### src/rtl/sram_arbiter.sv
// rtl/sram_arbiter.sv - two-master SRAM-like bus arbiter with in-order response routing
//
// Purpose:
//   Shares one downstream SRAM-like port between an instruction master and a
//   data master.  Address phases are arbitrated and locked until accepted.
//   The master ID of every accepted transaction goes into an ID FIFO so that
//   in-order data_ok/rdata responses are steered back to the right master.
//
// Parameters:
//   DEPTH            maximum outstanding transactions (power of two, 2..16)
//
// Optional feature macro:
//   ARB_ROUND_ROBIN_EN  when defined, ties alternate using a last_gnt register;
//                       when undefined, the data master always wins a tie.
//
// Ports:
//   clk, reset                       clock, synchronous active-high reset
//   inst_sram_req/wr/size/wstrb/addr/wdata   instruction master request
//   inst_sram_addr_ok/data_ok/rdata          instruction master response
//   data_sram_req/wr/size/wstrb/addr/wdata   data master request
//   data_sram_addr_ok/data_ok/rdata          data master response
//   mem_req/wr/size/wstrb/addr/wdata         shared downstream request
//   mem_addr_ok/data_ok/rdata                downstream response
//   outstanding_cnt                          accepted transactions awaiting data_ok

module sram_arbiter #(
    parameter int DEPTH = 4
) (
    input  logic                     clk,
    input  logic                     reset,

    input  logic                     inst_sram_req,
    input  logic                     inst_sram_wr,
    input  logic [1:0]               inst_sram_size,
    input  logic [3:0]               inst_sram_wstrb,
    input  logic [31:0]              inst_sram_addr,
    input  logic [31:0]              inst_sram_wdata,
    output logic                     inst_sram_addr_ok,
    output logic                     inst_sram_data_ok,
    output logic [31:0]              inst_sram_rdata,

    input  logic                     data_sram_req,
    input  logic                     data_sram_wr,
    input  logic [1:0]               data_sram_size,
    input  logic [3:0]               data_sram_wstrb,
    input  logic [31:0]              data_sram_addr,
    input  logic [31:0]              data_sram_wdata,
    output logic                     data_sram_addr_ok,
    output logic                     data_sram_data_ok,
    output logic [31:0]              data_sram_rdata,

    output logic                     mem_req,
    output logic                     mem_wr,
    output logic [1:0]               mem_size,
    output logic [3:0]               mem_wstrb,
    output logic [31:0]              mem_addr,
    output logic [31:0]              mem_wdata,
    input  logic                     mem_addr_ok,
    input  logic                     mem_data_ok,
    input  logic [31:0]              mem_rdata,

    output logic [$clog2(DEPTH):0]   outstanding_cnt
);

    localparam int PTR_W = $clog2(DEPTH);
    localparam int CNT_W = PTR_W + 1;

    typedef enum logic [1:0] {
        OWN_NONE = 2'd0,
        OWN_INST = 2'd1,
        OWN_DATA = 2'd2
    } owner_t;

    owner_t             owner;
    owner_t             owner_next;

    // sel_data: 1 selects the data master, 0 the instruction master.
    logic               sel_data;
    logic               sel_req;
    logic               tie_to_data;

    logic               fifo_full;
    logic               push;
    logic               pop;
    logic               head_data;

    // One bit per FIFO entry: 1 = data master, 0 = instruction master.
    logic [DEPTH-1:0]   id_mem;
    logic [PTR_W-1:0]   wr_ptr;
    logic [PTR_W-1:0]   rd_ptr;
    logic [CNT_W-1:0]   count;

`ifdef ARB_ROUND_ROBIN_EN
    // 1 = data master was granted last; resets to the instruction master so
    // the first tie goes to the data master.
    logic               last_gnt_data;

    always_comb begin
        tie_to_data = ~last_gnt_data;
    end
`else
    always_comb begin
        tie_to_data = 1'b1;
    end
`endif

    // Master selection: a locked owner always keeps the port; otherwise the
    // single requester wins, and a tie falls to tie_to_data.
    always_comb begin
        sel_data = 1'b0;
        case (owner)
            OWN_INST: sel_data = 1'b0;
            OWN_DATA: sel_data = 1'b1;
            default: begin
                if (inst_sram_req && data_sram_req) begin
                    sel_data = tie_to_data;
                end else begin
                    sel_data = data_sram_req;
                end
            end
        endcase
    end

    assign sel_req   = sel_data ? data_sram_req : inst_sram_req;

    // Full is judged on the registered count only, so a pop in the same cycle
    // does not let a new address through until the following cycle.
    assign fifo_full = (count == CNT_W'(DEPTH));

    assign mem_req   = sel_req & ~fifo_full;
    assign mem_wr    = sel_data ? data_sram_wr    : inst_sram_wr;
    assign mem_size  = sel_data ? data_sram_size  : inst_sram_size;
    assign mem_wstrb = sel_data ? data_sram_wstrb : inst_sram_wstrb;
    assign mem_addr  = sel_data ? data_sram_addr  : inst_sram_addr;
    assign mem_wdata = sel_data ? data_sram_wdata : inst_sram_wdata;

    assign push = mem_req & mem_addr_ok;
    assign pop  = mem_data_ok & (count != '0);

    assign inst_sram_addr_ok = push & ~sel_data;
    assign data_sram_addr_ok = push &  sel_data;

    // Responses return strictly in order, so the FIFO head names the owner.
    assign head_data         = id_mem[rd_ptr];
    assign inst_sram_data_ok = pop & ~head_data;
    assign data_sram_data_ok = pop &  head_data;

    assign inst_sram_rdata   = mem_rdata;
    assign data_sram_rdata   = mem_rdata;

    assign outstanding_cnt   = count;

    // Owner lock: a presented but unaccepted request pins the port to the
    // selected master; acceptance releases it for fresh arbitration.
    always_comb begin
        owner_next = owner;
        if (mem_req && !mem_addr_ok) begin
            owner_next = sel_data ? OWN_DATA : OWN_INST;
        end else if (push) begin
            owner_next = OWN_NONE;
        end
    end

    always_ff @(posedge clk) begin
        if (reset) begin
            owner <= OWN_NONE;
        end else begin
            owner <= owner_next;
        end
    end

`ifdef ARB_ROUND_ROBIN_EN
    always_ff @(posedge clk) begin
        if (reset) begin
            last_gnt_data <= 1'b0;
        end else if (push) begin
            last_gnt_data <= sel_data;
        end
    end
`endif

    // ID storage needs no reset: entries are only read when count > 0.
    always_ff @(posedge clk) begin
        if (push) begin
            id_mem[wr_ptr] <= sel_data;
        end
    end

    always_ff @(posedge clk) begin
        if (reset) begin
            wr_ptr <= '0;
            rd_ptr <= '0;
            count  <= '0;
        end else begin
            if (push) begin
                wr_ptr <= wr_ptr + 1'b1;
            end
            if (pop) begin
                rd_ptr <= rd_ptr + 1'b1;
            end
            case ({push, pop})
                2'b10:   count <= count + 1'b1;
                2'b01:   count <= count - 1'b1;
                default: count <= count;
            endcase
        end
    end

endmodule

### config.mk
export PLATFORM = sky130hd
export DESIGN_NAME = sram_arbiter
export DESIGN_NICKNAME = d
export VERILOG_FILES = /design/src/rtl/sram_arbiter.sv
export SDC_FILE = /design/constraint.sdc
export NUM_CORES = 1
export LEC_CHECK = 0
export CAP_MARGIN = 20
export CORE_AREA = 2 2 124 126
export CTS_CLUSTER_DIAMETER = 30
export DETAILED_ROUTE_END_ITERATION = 8
export DIE_AREA = 0 0 126 128
export SYNTH_ARGS = -nofsm -noshare
export SYNTH_HDL_FRONTEND = slang
export SYNTH_SLANG_ARGS = --single-unit
### constraint.sdc
create_clock -name clk -period 3.2 [get_ports clk]
set_input_delay 0.32 -clock clk [delete_from_list [all_inputs] [get_ports clk]]
set_output_delay 0.32 -clock clk [all_outputs]
set_load 0.02 [all_outputs]
# After elaboration in Yosys (flattened, before gate mapping)
# Cells that the tools add are included.
# word_totals
regBits	13
inputBits	180
# classes
add_sub_neg	4
order_cmp	3
eq_ne	5
muxes	17
bitwise	10
reduce_logical	7
# op_table
cell	count
two-way mux 32 bit	2
two-way mux 2 bit	4
AND 1 bit	7
< comparator 2 x 3 -> 1 bit (second input constant)	2
one-hot mux 3 bit (2 select lines)	1
two-way mux 1 bit	5
adder 2 x 1 -> 2 bit (second input constant)	2
bitwise mux 4 bit	1
equality test 2 x 1 -> 1 bit (second input constant)	2
equality test 2 bit (second input constant)	2
two-way mux 4 bit	1
nonzero test 2 bit	2
adder 3 x 1 -> 3 bit (second input constant)	1
equality test 3 bit (second input constant)	1
logical AND 1 bit	3
inverter 1 bit	3
nonzero test 3 bit	1
subtractor 3 x 1 -> 3 bit (second input constant)	1
binary-select mux 1 bit (select 2 bit)	1
demux 1 bit (select 2 bit)	1
>= comparator 2 x 1 -> 1 bit (second input constant)	1
one-hot mux 1 bit (2 select lines)	1
logical NOT 1 bit	1

# Depth between registers and ports, before layout
# Gate-level depths: netlist of the first run.
# depth
ltp_word	8
ltp_mapped	13
mapped_depth_nobuf	13

# Least setup slack after synthesis of the first run
# No wires, ideal clock.
# synth_timing
kind	register -> register
startpoint	reg owner[0]
endpoint	reg count[2] (netlist: outstanding_cnt[2])
arrival_time_ns	2.401
required_time_ns	3.130
slack_ns	0.728
stages_incl_launch_ff	13
path_buffers	0
synth_period_minus_slack_ns	2.472
path_cell_list	dfxtp_1 -> inv_1 -> ha_1 -> or3b_1 -> nand3_2 -> nor2_4 -> clkinv_2 -> ha_1 -> inv_1 -> fa_1 -> xor2_1 -> or3_1 -> a21oi_1
# synth_via
elab_chain_len	7
elab_cells_between_ends	10
cone_classes	eq/ne: 4; mux: 3; bitwise: 2; reduce/logical: 1
# synth_lines
item	line	rtl
start: declaration	74	owner_t owner;
start signal: assignment	168	owner <= owner_next;
equality test 2 bit / equality test 2 x 1 -> 1 bit (equally long branches)	111	case (owner)
one-hot mux 1 bit (2 select lines) (*)	111	
two-way mux 1 bit (*)	124	assign sel_req = sel_data ? data_sram_req : inst_sram_req;
AND 1 bit (*)	130	assign mem_req = sel_req & ~fifo_full;
AND 1 bit (*)	137	assign push = mem_req & mem_addr_ok;
equality test 2 x 1 -> 1 bit / equality test 2 bit (equally long branches)	201	case ({push, pop})
one-hot mux 3 bit (2 select lines) / nonzero test 2 bit (equally long branches)	-	
end signal: assignment	202	2'b10: count <= count + 1'b1;
end signal: assignment	203	2'b01: count <= count - 1'b1;
end signal: assignment	204	default: count <= count;
end: declaration	91	logic [CNT_W-1:0] count;
# Mark *: on every way between the ends. The rest lies on a longest branch, timed or not.
# A chain may end at the register's enable or synchronous reset.

# Worst setup path after layout of the first run
# layout_timing
startpoint	reg owner[0]
endpoint	out mem_addr[31]
# layout_via
elab_chain_len	3
elab_cells_between_ends	4
cone_classes	eq/ne: 2; mux: 2
# layout_lines
item	line	rtl
equality test 2 bit / equality test 2 x 1 -> 1 bit (equally long branches)	111	
one-hot mux 1 bit (2 select lines) (*)	111	
two-way mux 32 bit (*)	134	assign mem_addr = sel_data ? data_sram_addr : inst_sram_addr;
end: declaration	56	output logic [31:0] mem_addr,
# Marked as above.

==> impl_metrics.csv, run 1 <==
group,metric,value,unit
run_status,outcome,"finished, final reports clean",
placement,dpl.hpwl,8.29,mm
worst_setup_path,crit_path_frequent_cell,"nand2_1",
clock_tree,clk_latency,0.24,ns
synthesis,syn_area,2070,sq um
clock_tree,cts_root_buf,"clkbuf_16",
pwr,p_leak,0.00187,uW
synthesis,synthCells,364,
clock_tree,cts_setup_buffers,0,
synthesis,syn_nets,551,
die,die_h,128,um
global_route,grt_use_met3,0.0747,
worst_setup_path,reg2reg_from,"owner[0]",
clock_tree,clockBufferDepth,2,
routing,vias,2580,
sta,fmax,355,MHz
pwr,max-vdd-ir-drop,0.306,mV
die,die-area,16100,sq um
sta,hold_viol,0,
sta,fin_crit_sh,0.880,
clock_tree,cts_tree,"built",
global_route,grtUsageTotal,0.114,
final_layout,layout-area-overhead-vs-synth,102,%
die,core_region_area,14900,sq um
clock_tree,clock-sinks,13,
global_route,met2_usage,0.181,
pwr,fin_total_pwr,1730,uW
worst_setup_path,critPathRequiredTime,2.88,ns
global_route,overflow,0,
die,num_rows,45,
worst_setup_path,critPathSlowestCell,"clkdlybuf4s50_1",
hold_path,min_from,"owner[0]",
hold_path,hold_class,"reg2reg",
routing,dr.first_iter.drc_count,87,
die,ios,323,
worst_setup_path,path_class,"reg2out",
sta,setup_violations,0,
routing,drtPass1Iterations,4,
hold_path,worstHoldEndpoint,"owner[0]",
routing,drc,0,
global_route,grt_max_degree,41,
final_layout,fillCellCount,1628,
sta,setup-tns-final,0,ns
global_route,grt_pass1_wl,14.6,mm
die,die_w,126,um
clock_tree,clkSlewWorstSetupHoldPaths,0.04,ns
final_layout,layout.nets,707,
worst_setup_path,cp-start-kind,"flop",
routing,post_drt_wl_per_cell,14.0,um
run,maxCapViolations,0,
synthesis,yosysSeqAreaShare,0.145,
worst_setup_path,max_stage_delay,0.61,ns
worst_setup_path,cp_max_fo,40,
clock_tree,cts_resized,0,
final_layout,antenna_cells,0,
final_layout,drive_gt1_frac,0.0405,
routing,viasPerCell,3.65,
die,start_util,0.139,
placement,portBuffers,226,
worst_setup_path,critPathTopFamily,"buffers and inverters",
synthesis,yosys.cell_types.count,27,
sta,maxSlewViolCount,0,
worst_setup_path,endpoint_kind,"output pin",
sta,slew_headroom,0.718,
sta,rsz0062_at_grt,"false",
global_route,grt-busiest-layer,"met2",
hold_path,min_path_cells,2,
sta,min_period,2.82,ns
worst_setup_path,path_buf_inv,4,
routing,wirelength,9.88,mm
clock_tree,numCtsBuffers,3,
synthesis,yosys_warnings,0,
synthesis,avgSynthCellArea,5.68,sq um
global_route,grt_pass1_vias,2518,
worst_setup_path,crit_chain,"inv_1 -> ha_1 -> mux2i_4 -> inv_2 -> buf_4 -> nand2_1 -> nand2_1 -> clkdlybuf4s50_1",
worst_setup_path,r2r_slack,0.59,ns
final_layout,multiInputGateArea,1190,sq um
sta,fin_skew,0.00170,ns
worst_setup_path,crit_arrival,2.50,ns
final_layout,seq_area,300,sq um
sta,worstMarginPinSlew,0.423,ns
global_route,grtUsageMet1,0.137,
worst_setup_path,timing.rr.end,"outstanding_cnt[2]",
placement,gp_congestion,0.746,
clock_tree,cts_hold_buf,0,
pwr,pwr_density_cell,414,nW/um^2
global_route,antenna_found_initial,0,
worst_setup_path,ff2ff_path_depth,12,
routing,ant_nets,0,
synthesis,ys_seq_elements,13,
clock_tree,h-tree-depth,1,
-- metal layers --
| layer | vias up | part of all wire |
|---|---|---|
| li1 | 1345 | - |
| met1 | 1037 | 0.40 |
| met2 | 196 | 0.43 |
| met3 | 2 | 0.16 |
| met4 | 0 | 0.0018 |
| met5 | - | 0 |
-- sequential cells by signal, summed over array words and instances (netlist names) --
register	cells
id_mem	4
outstanding_cnt	3
owner	2
rd_ptr	2
wr_ptr	2
-- worst max-delay path by stage --
stage | startpoint | to | slack (ns) | depth (start not counted)
finish | owner[0] | mem_addr[31] | 0.38 | 8
floorplan | owner[0] | outstanding_cnt[2] | 0.73 | 12
CTS | owner[0] | inst_sram_addr_ok | 0.34 | 7
detailed placement | data_sram_req | outstanding_cnt[2] | 0.46 | 11
global route | owner[0] | inst_sram_addr_ok | 0.14 | 7
global placement | data_sram_req | outstanding_cnt[2] | 0.47 | 11
-- layout make-up --
class                      instances  area share
clock buffer                       4      0.0189
inverter                           8     0.00750
multi-input combinational        263       0.286
sequential                        13      0.0720
tap                              188      0.0564
timing repair buffer             231       0.560
-- cells by family after synthesis --
kind of cell,share of synthesized area
compound gates,0.0212
xor+xnor,0.0212
fa+ha+maj,0.0460
buf+inv,0.282
flops,0.145
mux,0.0224
simple gates,0.462
-- metrics by stage --
stage | setup WS (ns) | util | cell area, sq um | hold slack (ns) | instances
after detailed placement | 0.461 | 0.275 | 4090 | 0.469 | 703
final | 0.384 | 0.281 | 4170 | 0.477 | 707
after global routing | 0.144 | 0.281 | 4170 | 0.508 | 707
after floorplan | 0.728 | - | 2070 | 0.453 | 364
after CTS | 0.343 | 0.281 | 4170 | 0.475 | 707
after global placement | 0.466 | 0.275 | 4090 | 0.465 | 703
-- cells in the mapped netlist --
library cell,count,area [sq um]
nand2_1,216,811
buf_4,64,480
nor2_1,10,37.5
buf_2,9,45.0
dfxtp_1,9,180
buf_1,6,22.5
ha_1,6,75.1
inv_1,6,22.5
and2_1,5,31.3
a21oi_1,4,20.0
edfxtp_1,4,120
o21ai_0,3,15.0
or3_1,3,18.8
xor2_1,3,26.3
nor2_4,2,22.5
or3b_1,2,17.5
xnor2_1,2,17.5
clkbuf_1,1,3.75
clkinv_2,1,5.00
fa_1,1,20.0
inv_2,1,3.75
mux2i_1,1,10.0
mux2i_2,1,13.8
mux4_2,1,22.5
nand3_2,1,10.0
nor2b_1,1,6.26
o31a_1,1,8.76
-- power by group --
part | internal [uW] | switching, uW | total (uW)
Clock | 168 | 66.3 | 234
Combinational | 622 | 629 | 1250
Sequential | 208 | 34.8 | 243
-- worst min-delay path, stage by stage (launching register included) --
cell	delay (ns)
dfxtp_1	0.30
o21ai_0	0.07
a21oi_1	0.06
-- cell usage in the layout, fill, tap and decap left out, types with 2 or more instances in the layout --
cell type	count
clkdlybuf4s50_1	220
or3_1	3
a21oi_1	4
o21ai_0	3
buf_4	7
ha_1	6
buf_12	4
nor2_4	2
and2_1	5
dfxtp_1	9
edfxtp_1	4
clkbuf_16	3
xnor2_1	2
nor2_1	10
inv_1	6
nand2_1	216
or3b_1	2
xor2_1	3
(Power assumes the default switching activity.)
==> inputs of run 2 (changes only) <==
CAP_MARGIN = unset   (was 20)
==> results of run 2 <==
Final layout, timing and power as in run 1 (identical DEF).
